===== config.mk =====
export PLATFORM = sky130hd
export DESIGN_NAME = shifter_seq_flat
export DESIGN_NICKNAME = d
export VERILOG_FILES = /design/src/rtl/shifter_seq_if.sv /design/src/rtl/shifter_seq.sv /design/src/flat_wrapper.sv
export SDC_FILE = /design/constraint.sdc
export NUM_CORES = 1
export LEC_CHECK = 0
export BUFFER_PORTS_ARGS = -buffer_cell sky130_fd_sc_hd__buf_2
export CAP_MARGIN = 20
export CELL_PAD_IN_SITES_DETAIL_PLACEMENT = 1
export CELL_PAD_IN_SITES_GLOBAL_PLACEMENT = 2
export CORE_ASPECT_RATIO = 0.7
export CORE_MARGIN = 1
export CORE_UTILIZATION = 33
export DETAILED_ROUTE_END_ITERATION = 6
export GPL_ROUTABILITY_DRIVEN = 0
export PLACE_DENSITY = 0.95
export SLEW_MARGIN = 20
export SYNTH_ARGS = -nofsm -noshare
export SYNTH_HDL_FRONTEND = slang
export SYNTH_SLANG_ARGS = --single-unit
export TNS_END_PERCENT = 100

===== constraint.sdc =====
create_clock -name clk -period 3 [get_ports clk]
set_clock_uncertainty 0.2 [all_clocks]
set_input_delay 0.15 -clock clk [delete_from_list [all_inputs] [get_ports clk]]
set_output_delay 0.15 -clock clk [all_outputs]
set_load 0.005 [all_outputs]

===== src/rtl/shifter_seq_if.sv =====
// Start/busy/done handshake bundle for the multi-cycle shifter.
// The master issues operations and the slave returns the result.
interface shifter_seq_if #(
  parameter int WIDTH = 16,
  parameter int CNT_W = 4
);
  logic             Start;
  logic [WIDTH-1:0] In;
  logic [CNT_W-1:0] Cnt;
  logic [2:0]       Op;
  logic [WIDTH-1:0] Out;
  logic             Busy;
  logic             Done;

  modport master (
    output Start,
    output In,
    output Cnt,
    output Op,
    input  Out,
    input  Busy,
    input  Done
  );

  modport slave (
    input  Start,
    input  In,
    input  Cnt,
    input  Op,
    output Out,
    output Busy,
    output Done
  );
endinterface


===== src/rtl/shifter_seq.sv =====
// Multi-cycle shifter/rotator: one bit position per clock.
// Supports ROL, SLL, SRA, SRL and ROR with a start/busy/done handshake.
module shifter_seq #(
  parameter int WIDTH = 16,
  parameter int CNT_W = 4
) (
  input  logic          clk,
  input  logic          rst,
  shifter_seq_if.slave  bus
);

  typedef enum logic [1:0] {
    IDLE,
    SHIFT,
    DONE
  } state_t;

  localparam logic [2:0] OP_ROL = 3'b000;
  localparam logic [2:0] OP_SLL = 3'b001;
  localparam logic [2:0] OP_SRA = 3'b010;
  localparam logic [2:0] OP_SRL = 3'b011;
  localparam logic [2:0] OP_ROR = 3'b100;

  state_t           state;
  logic [WIDTH-1:0] out_q;
  logic [CNT_W-1:0] rem;
  logic [2:0]       op_q;
  logic             busy_q;
  logic             done_q;

  function automatic logic [WIDTH-1:0] shift1(
    input logic [WIDTH-1:0] v,
    input logic [2:0]       op
  );
    logic [WIDTH-1:0] r;
    case (op)
      OP_ROL:  r = {v[WIDTH-2:0], v[WIDTH-1]};
      OP_SLL:  r = {v[WIDTH-2:0], 1'b0};
      OP_SRA:  r = {v[WIDTH-1], v[WIDTH-1:1]};
      OP_SRL:  r = {1'b0, v[WIDTH-1:1]};
      OP_ROR:  r = {v[0], v[WIDTH-1:1]};
      // Reserved codes hold the operand but still burn Cnt cycles.
      default: r = v;
    endcase
    return r;
  endfunction

  always_ff @(posedge clk) begin
    if (rst) begin
      state  <= IDLE;
      out_q  <= '0;
      rem    <= '0;
      op_q   <= '0;
      busy_q <= 1'b0;
      done_q <= 1'b0;
    end else begin
      unique case (state)
        IDLE, DONE: begin
          if (bus.Start) begin
            out_q <= bus.In;
            rem   <= bus.Cnt;
            op_q  <= bus.Op;
            if (bus.Cnt == '0) begin
              state  <= DONE;
              busy_q <= 1'b0;
              done_q <= 1'b1;
            end else begin
              state  <= SHIFT;
              busy_q <= 1'b1;
              done_q <= 1'b0;
            end
          end else begin
            state  <= IDLE;
            busy_q <= 1'b0;
            done_q <= 1'b0;
          end
        end
        SHIFT: begin
          out_q <= shift1(out_q, op_q);
          rem   <= rem - CNT_W'(1);
          if (rem == CNT_W'(1)) begin
            state  <= DONE;
            busy_q <= 1'b0;
            done_q <= 1'b1;
          end
        end
        default: begin
          state  <= IDLE;
          busy_q <= 1'b0;
          done_q <= 1'b0;
        end
      endcase
    end
  end

  assign bus.Out  = out_q;
  assign bus.Busy = busy_q;
  assign bus.Done = done_q;

endmodule


===== src/flat_wrapper.sv =====
// flat-port wrapper written by rule: the top's interface ports become plain ports
module shifter_seq_flat 
#(
  parameter int WIDTH = 16,
  parameter int CNT_W = 4
)
  (clk, rst, bus_Start, bus_In, bus_Cnt, bus_Op, bus_Out, bus_Busy, bus_Done);
  shifter_seq_if #(.WIDTH(WIDTH), .CNT_W(CNT_W)) bus_i ();
  input  logic clk;
  input  logic rst;
  input wire logic [$bits(bus_i.Start)-1:0] bus_Start;
  input wire logic [$bits(bus_i.In)-1:0] bus_In;
  input wire logic [$bits(bus_i.Cnt)-1:0] bus_Cnt;
  input wire logic [$bits(bus_i.Op)-1:0] bus_Op;
  output wire logic [$bits(bus_i.Out)-1:0] bus_Out;
  output wire logic [$bits(bus_i.Busy)-1:0] bus_Busy;
  output wire logic [$bits(bus_i.Done)-1:0] bus_Done;
  assign bus_i.Start = bus_Start;
  assign bus_i.In = bus_In;
  assign bus_i.Cnt = bus_Cnt;
  assign bus_i.Op = bus_Op;
  assign bus_Out = bus_i.Out;
  assign bus_Busy = bus_i.Busy;
  assign bus_Done = bus_i.Done;
  shifter_seq #(.WIDTH(WIDTH), .CNT_W(CNT_W)) u_core (.clk(clk), .rst(rst), .bus(bus_i));
endmodule

==> impl_metrics.tcl, run 1 <==
set metrics [dict create \
    violations "design-rule violations" \
    p_leak_uw 0.0008528 \
    slew_viol_final 0 \
    grt_max_degree 42 \
    wirelength_mm 4.184 \
    cts.repair.resized 0 \
    power_uw 918.2 \
    slowest_delay_ns 0.68 \
    mostFrequentLayoutCell "buf_2" \
    yosysTopAreaCell "dfxtp_1" \
    root_buffer "clkbuf_8" \
    vdd.ir_drop.worst_v 0.0002060 \
    hpwl_mm 2.891 \
    timing.fmax_ghz 0.4680 \
    antenna_left 0 \
    crit_required_ns 2.97 \
    switching_share_pct 34.51 \
    post-route-min-period_ns 2.137 \
    hold_path_startpoint "bus_In[3]" \
    arrival_ns 2.11 \
    critPathSlowestCell "or3b_1" \
    nFillCells 532 \
    start_util_pct 35.17 \
    worst_pin_slew_ns 0.7671 \
    maxSlewHeadroom_pct 48.86 \
    nets 251 \
    cts_hold_repair.buffers 20 \
    grt_overflow 0 \
    worstSetupPathType "reg2reg" \
    via_per_inst 5.469 \
    layout_common_cells "43 x buf_2, 29 x nor2_1, 25 x dfxtp_1, 20 x dlygate4sd3_1, 17 x nand3b_1" \
    die_w_um 84.12 \
    power_switching_uw 316.9 \
    n_antenna_cell 0 \
    ys_seq_elements 25 \
    fin_tns_setup_ns 0 \
    maxCapViolCount 0 \
    setup-violations-final 0 \
    yosys_warnings 0 \
    hold_path.class "in2reg" \
    antenna_found_initial 0 \
    path_cells "or3b_1 -> nand2_8 -> a21boi_1 -> o41ai_1" \
    first_iter_violations 52 \
    p_seq_share_pct 45.4 \
    drive_gt1_share_pct 33.33 \
    cp-start-kind "flop" \
    syn_avg_cell_area_um2 9.217 \
    rrSetupSlack_ns 0.86 \
    numCtsBuffers 3 \
    post-route-period-util_pct 71.23 \
    wl_per_cell_um 15.10 \
    synthTopCellsByArea "dfxtp_1 32%, o41ai_2 11%, nand3b_1 8.2%" \
    clkTransAtPathRegs_ns 0.10 \
    die_h_um 59.49 \
    vias 1515 \
    dpl.cell_count 253 \
    drc_errors 6 \
    hold_viol_final 0 \
    grt_pass1_vias 1400 \
    clk_latency_ns 0.28 \
    worstSetupStartpoint "u_core.op_q[2]" \
    coreArea_um2 4429 \
    grt_pass1_wl_mm 6.693 \
    synthesis.nets 197 \
    clockBufferDepth 2 \
    comb_power_share_pct 31.3 \
    cts.sinks 25 \
    netlist_area_um2 1558 \
    synth_top_area_share_pct 32.13 \
    internal-power_uw 601.3 \
    yosysSeqAreaShare_pct 32.13 \
    cts_tree "done" \
    crit-reg2reg-launch "u_core.op_q[2]" \
    ios 44 \
    grt_usage_pct 17.03 \
    area_growth_pct 29.56 \
    path_buf_inv 0 \
    rsz0062_at_grt "false" \
    crit_family "simple AND/OR/NAND/NOR gates" \
    end_kind "flop" \
    p_per_area_nw_per_um2 454.9 \
    clkPwrFrac_pct 23.3 \
    fp.dieArea_um2 5004 \
    syn_inst 169 \
    io_buffers 43 \
    outcome "finished, violations left" \
    num_rows 20 \
    cp_max_fo 17 \
    htree_levels 1 \
    post_cts_buffers 0 \
    final_cells 277 \
    ys_types 31 \
    hold_ws_ns 0.02631 \
    drt_first_pass_iters 6 \
]
## cells in the mapped netlist
cell	number
buf_4	1
o21ai_2	1
a31oi_1	15
buf_8	2
o21ai_0	2
a221oi_1	3
nand2b_1	2
nor3_1	2
a21boi_2	10
a21boi_1	4
nor2b_1	2
nor2_1	29
or3b_1	1
or4_1	1
a22oi_1	1
o41ai_2	11
dfxtp_1	25
nand3b_1	17
nand2_8	1
nor4_1	1
a21oi_1	7
buf_6	1
buf_2	1
nand2_1	1
ha_1	2
xor2_1	1
mux2i_1	4
a2bb2oi_1	1
inv_1	3
clkbuf_1	12
o41ai_1	5
## power by group through the flow
stage               Clock, uW  Sequential, uW  Combinational (uW)
floorplan                   0             415                 193
global placement            0             423                 263
detailed placement          0             424                 269
CTS                       225             417                 289
global route              232             424                 316
finish                    214             417                 287
## registers in the layout (all words and copies together) (netlist names)
name            count
u_core.bus.Out     16
u_core.op_q         3
u_core.rem          4
u_core.state        2
## worst register-to-register path, stage by stage (launching register included)
cell      delay [ns]
dfxtp_1         0.42
or3b_1          0.68
nand2_8         0.28
a21boi_1        0.10
o41ai_1         0.35
## through the flow
step	instance area (um^2)	utilization, %	setup slack (ns)
floorplan	1558	-	1.279
global placement	1769	39.94	0.9723
detailed placement	1769	39.94	0.8927
CTS	2018	45.57	0.8557
global route	2018	45.57	0.6896
finish	2018	45.57	0.8632
## kinds of logic after synthesis
family                   share of synthesized area [%]
adder cells (fa/ha/maj)                          1.606
AO/OA/AOI/OAI                                    35.66
XOR/XNOR                                        0.5624
multiplexers                                     2.570
AND/OR/NAND/NOR                                  20.40
flip-flops                                       32.13
buffers and inverters                            7.068
## layer usage
metal / track usage [%] / share of wire [%] / up-vias
li1: - / - / 743
met1: 22.75 / 51 / 730
met2: 28.34 / 44 / 38
met3: 4.178 / 4.6 / 4
met4: 3.448 / 0.33 / 0
met5: 0 / 0 / -
## cell type report
type                       instances  area, um^2  share of cell area [%]
clock buffer                       3       41.29                   2.046
clock inverter                     1       7.507                  0.3720
inverter                           3       11.26                  0.5580
multi-input combinational        124       950.9                   47.12
sequential                        25       500.5                   24.80
tap                               55       68.82                   3.410
timing repair buffer              66       437.9                   21.70
## worst paths after layout
kind / endpoint / depth (start not counted)
setup reg to reg: u_core.bus.Out[14] / 4
setup / recovery: u_core.bus.Out[14] / 4
hold reg to reg: u_core.rem[3] / 2
hold / removal: u_core.bus.Out[3] / 3
No activity file was read; power rests on OpenSTA's default activity.
==> inputs of run 2 (changes only) <==
--- a/config.mk
+++ b/config.mk
@@ -11,10 +11,10 @@
 export CELL_PAD_IN_SITES_GLOBAL_PLACEMENT = 2
 export CORE_ASPECT_RATIO = 0.7
 export CORE_MARGIN = 1
-export CORE_UTILIZATION = 33
+export CORE_UTILIZATION = 30
 export DETAILED_ROUTE_END_ITERATION = 6
 export GPL_ROUTABILITY_DRIVEN = 0
-export PLACE_DENSITY = 0.95
+export PLACE_DENSITY = 0.89
 export SLEW_MARGIN = 20
 export SYNTH_ARGS = -nofsm -noshare
 export SYNTH_HDL_FRONTEND = slang
==> constraint.sdc (replaced) <==
create_clock -name clk -period 2 [get_ports clk]
set_clock_uncertainty 0.2 [all_clocks]
set_input_delay 0.1 -clock clk [delete_from_list [all_inputs] [get_ports clk]]
set_output_delay 0.1 -clock clk [all_outputs]
set_load 0.005 [all_outputs]
==> impl_metrics.tcl, run 2 (same netlist as run 1, synthesis figures left out) <==
set metrics [dict create \
    die_w_um 88.13 \
    critPathSlowestCell "dfxtp_1" \
    worstSetupPathType "reg2reg" \
    rrSetupSlack_ns 0.12 \
    arrival_ns 1.85 \
    hpwl_mm 3.033 \
    clk_latency_ns 0.27 \
    power_switching_uw 460.5 \
    nFillCells 597 \
    cts.repair.resized 0 \
    hold_viol_final 0 \
    cp-start-kind "flop" \
    worst_pin_slew_ns 0.7020 \
    via_per_inst 5.033 \
    setup-violations-final 0 \
    p_leak_uw 0.0009084 \
    slowest_delay_ns 0.42 \
    post_cts_buffers 0 \
    largest_reg_flops 16 \
    num_rows 21 \
    slew_viol_final 0 \
    htree_levels 1 \
    numCtsBuffers 3 \
    crit-reg2reg-launch "u_core.op_q[2]" \
    worstHoldEndpoint "u_core.op_q[0]" \
    p_seq_share_pct 45.1 \
    ios 44 \
    maxCapViolCount 0 \
    grt_pass1_vias 1442 \
    die_h_um 62.29 \
    grt_overflow 0 \
    layout_setup_ws_ns 0.1163 \
    rr_endpoint "u_core.bus.Out[2]" \
    clkTransAtPathRegs_ns 0.09 \
    start_util_pct 31.87 \
    hold_path_startpoint "rst" \
    p_per_area_nw_per_um2 651.3 \
    cp_max_fo 6 \
    end_kind "flop" \
    comb_power_share_pct 33.2 \
    vdd.ir_drop.worst_v 0.0003220 \
    reg2reg_depth 5 \
    clockBufferDepth 2 \
    post-route-min-period_ns 1.884 \
    cts_tree "done" \
    post-route-period-util_pct 94.18 \
    dp_slack_ns 0.1463 \
    hold_depth 2 \
    crit_family "compound AO/OA/AOI/OAI gates" \
    path_cells "nand2b_1 -> buf_4 -> a31oi_1 -> a21boi_2 -> o41ai_2" \
    first_iter_violations 74 \
    n_antenna_cell 0 \
    vias 1520 \
    crit_required_ns 1.97 \
    grt_pass1_wl_mm 7.120 \
    hold_path.class "in2reg" \
    drive_gt1_share_pct 34.76 \
    clkPwrFrac_pct 21.7 \
    coreArea_um2 4887 \
    grt_max_degree 39 \
    rsz0062_at_grt "false" \
    switching_share_pct 33.12 \
    io_buffers 43 \
    cts.sinks 25 \
    antenna_found_initial 0 \
    wl_per_cell_um 14.10 \
    grt_usage_pct 16.30 \
    antenna_left 0 \
    root_buffer "clkbuf_8" \
    internal-power_uw 929.8 \
    fp.dieArea_um2 5489 \
    wirelength_mm 4.257 \
    timing.fmax_ghz 0.5309 \
    area_growth_pct 37.03 \
    fin_tns_setup_ns 0 \
    drc_errors 0 \
    drt_first_pass_iters 4 \
    nets 262 \
    layout_common_cells "43 x buf_2, 29 x nor2_1, 25 x dfxtp_1, 23 x dlygate4sd3_1, 17 x nand3b_1" \
    path_buf_inv 1 \
    mostFrequentLayoutCell "buf_2" \
    maxSlewHeadroom_pct 53.20 \
    outcome "completed" \
]
run 2: layer usage:
metal / track usage, % / vias up / wire length, um
li1: - / 764 / -
met1: 24.02 / 722 / 2242
met2: 24.90 / 30 / 1851
met3: 3.191 / 4 / 138
met4: 2.419 / 0 / 25
met5: 0 / - / 0
run 2: repair_timing:
item	in CTS	in global routing
endpoints found under the hold margin	24	0
endpoints found under the setup margin	0	0
hold buffers	23	0
run 2: metrics by stage:
step	hold WS, ns	std cells	power, uW	cell area, um^2	utilization, %
floorplan	0.002094	169	911.3	1558	-
global placement	0.1389	275	1057	1859	38.04
detailed placement	0.1489	275	1067	1859	38.04
CTS	0.1594	302	1410	2135	43.68
global route	0.2146	302	1488	2135	43.68
finish	0.1559	302	1390	2135	43.68
run 2: cell type report:
| cell class | count | area [um^2] | area share (%) |
|---|---|---|---|
| flip-flops and latches | 25 | 500.5 | 23.45 |
| multi-input cells | 124 | 950.9 | 44.55 |
| inverters | 3 | 11.26 | 0.5275 |
| repair buffers | 77 | 540.5 | 25.32 |
| clock buffers | 4 | 45.04 | 2.110 |
| well taps | 69 | 86.33 | 4.045 |
run 2: worst max-delay path by stage:
stage	end	from	depth (start not counted)	slack, ns
3_5_place_dp	u_core.bus.Out[7]	u_core.op_q[2]	5	0.15
6_report	u_core.bus.Out[2]	u_core.op_q[2]	5	0.12
4_1_cts	u_core.bus.Out[2]	u_core.op_q[2]	5	0.12
3_3_place_gp	u_core.bus.Out[0]	u_core.op_q[2]	5	0.21
5_1_grt	u_core.bus.Out[11]	u_core.op_q[2]	5	0.02
2_1_floorplan	u_core.bus.Out[1]	u_core.op_q[2]	6	0.28
run 2: power by group through the flow:
| stage | Sequential, uW | Combinational (uW) | Clock [uW] |
|---|---|---|---|
| finish | 627 | 462 | 302 |
| global route | 639 | 512 | 337 |
| CTS | 626 | 465 | 319 |
| detailed placement | 638 | 429 | 0 |
| global placement | 637 | 421 | 0 |
| floorplan | 622 | 289 | 0 |
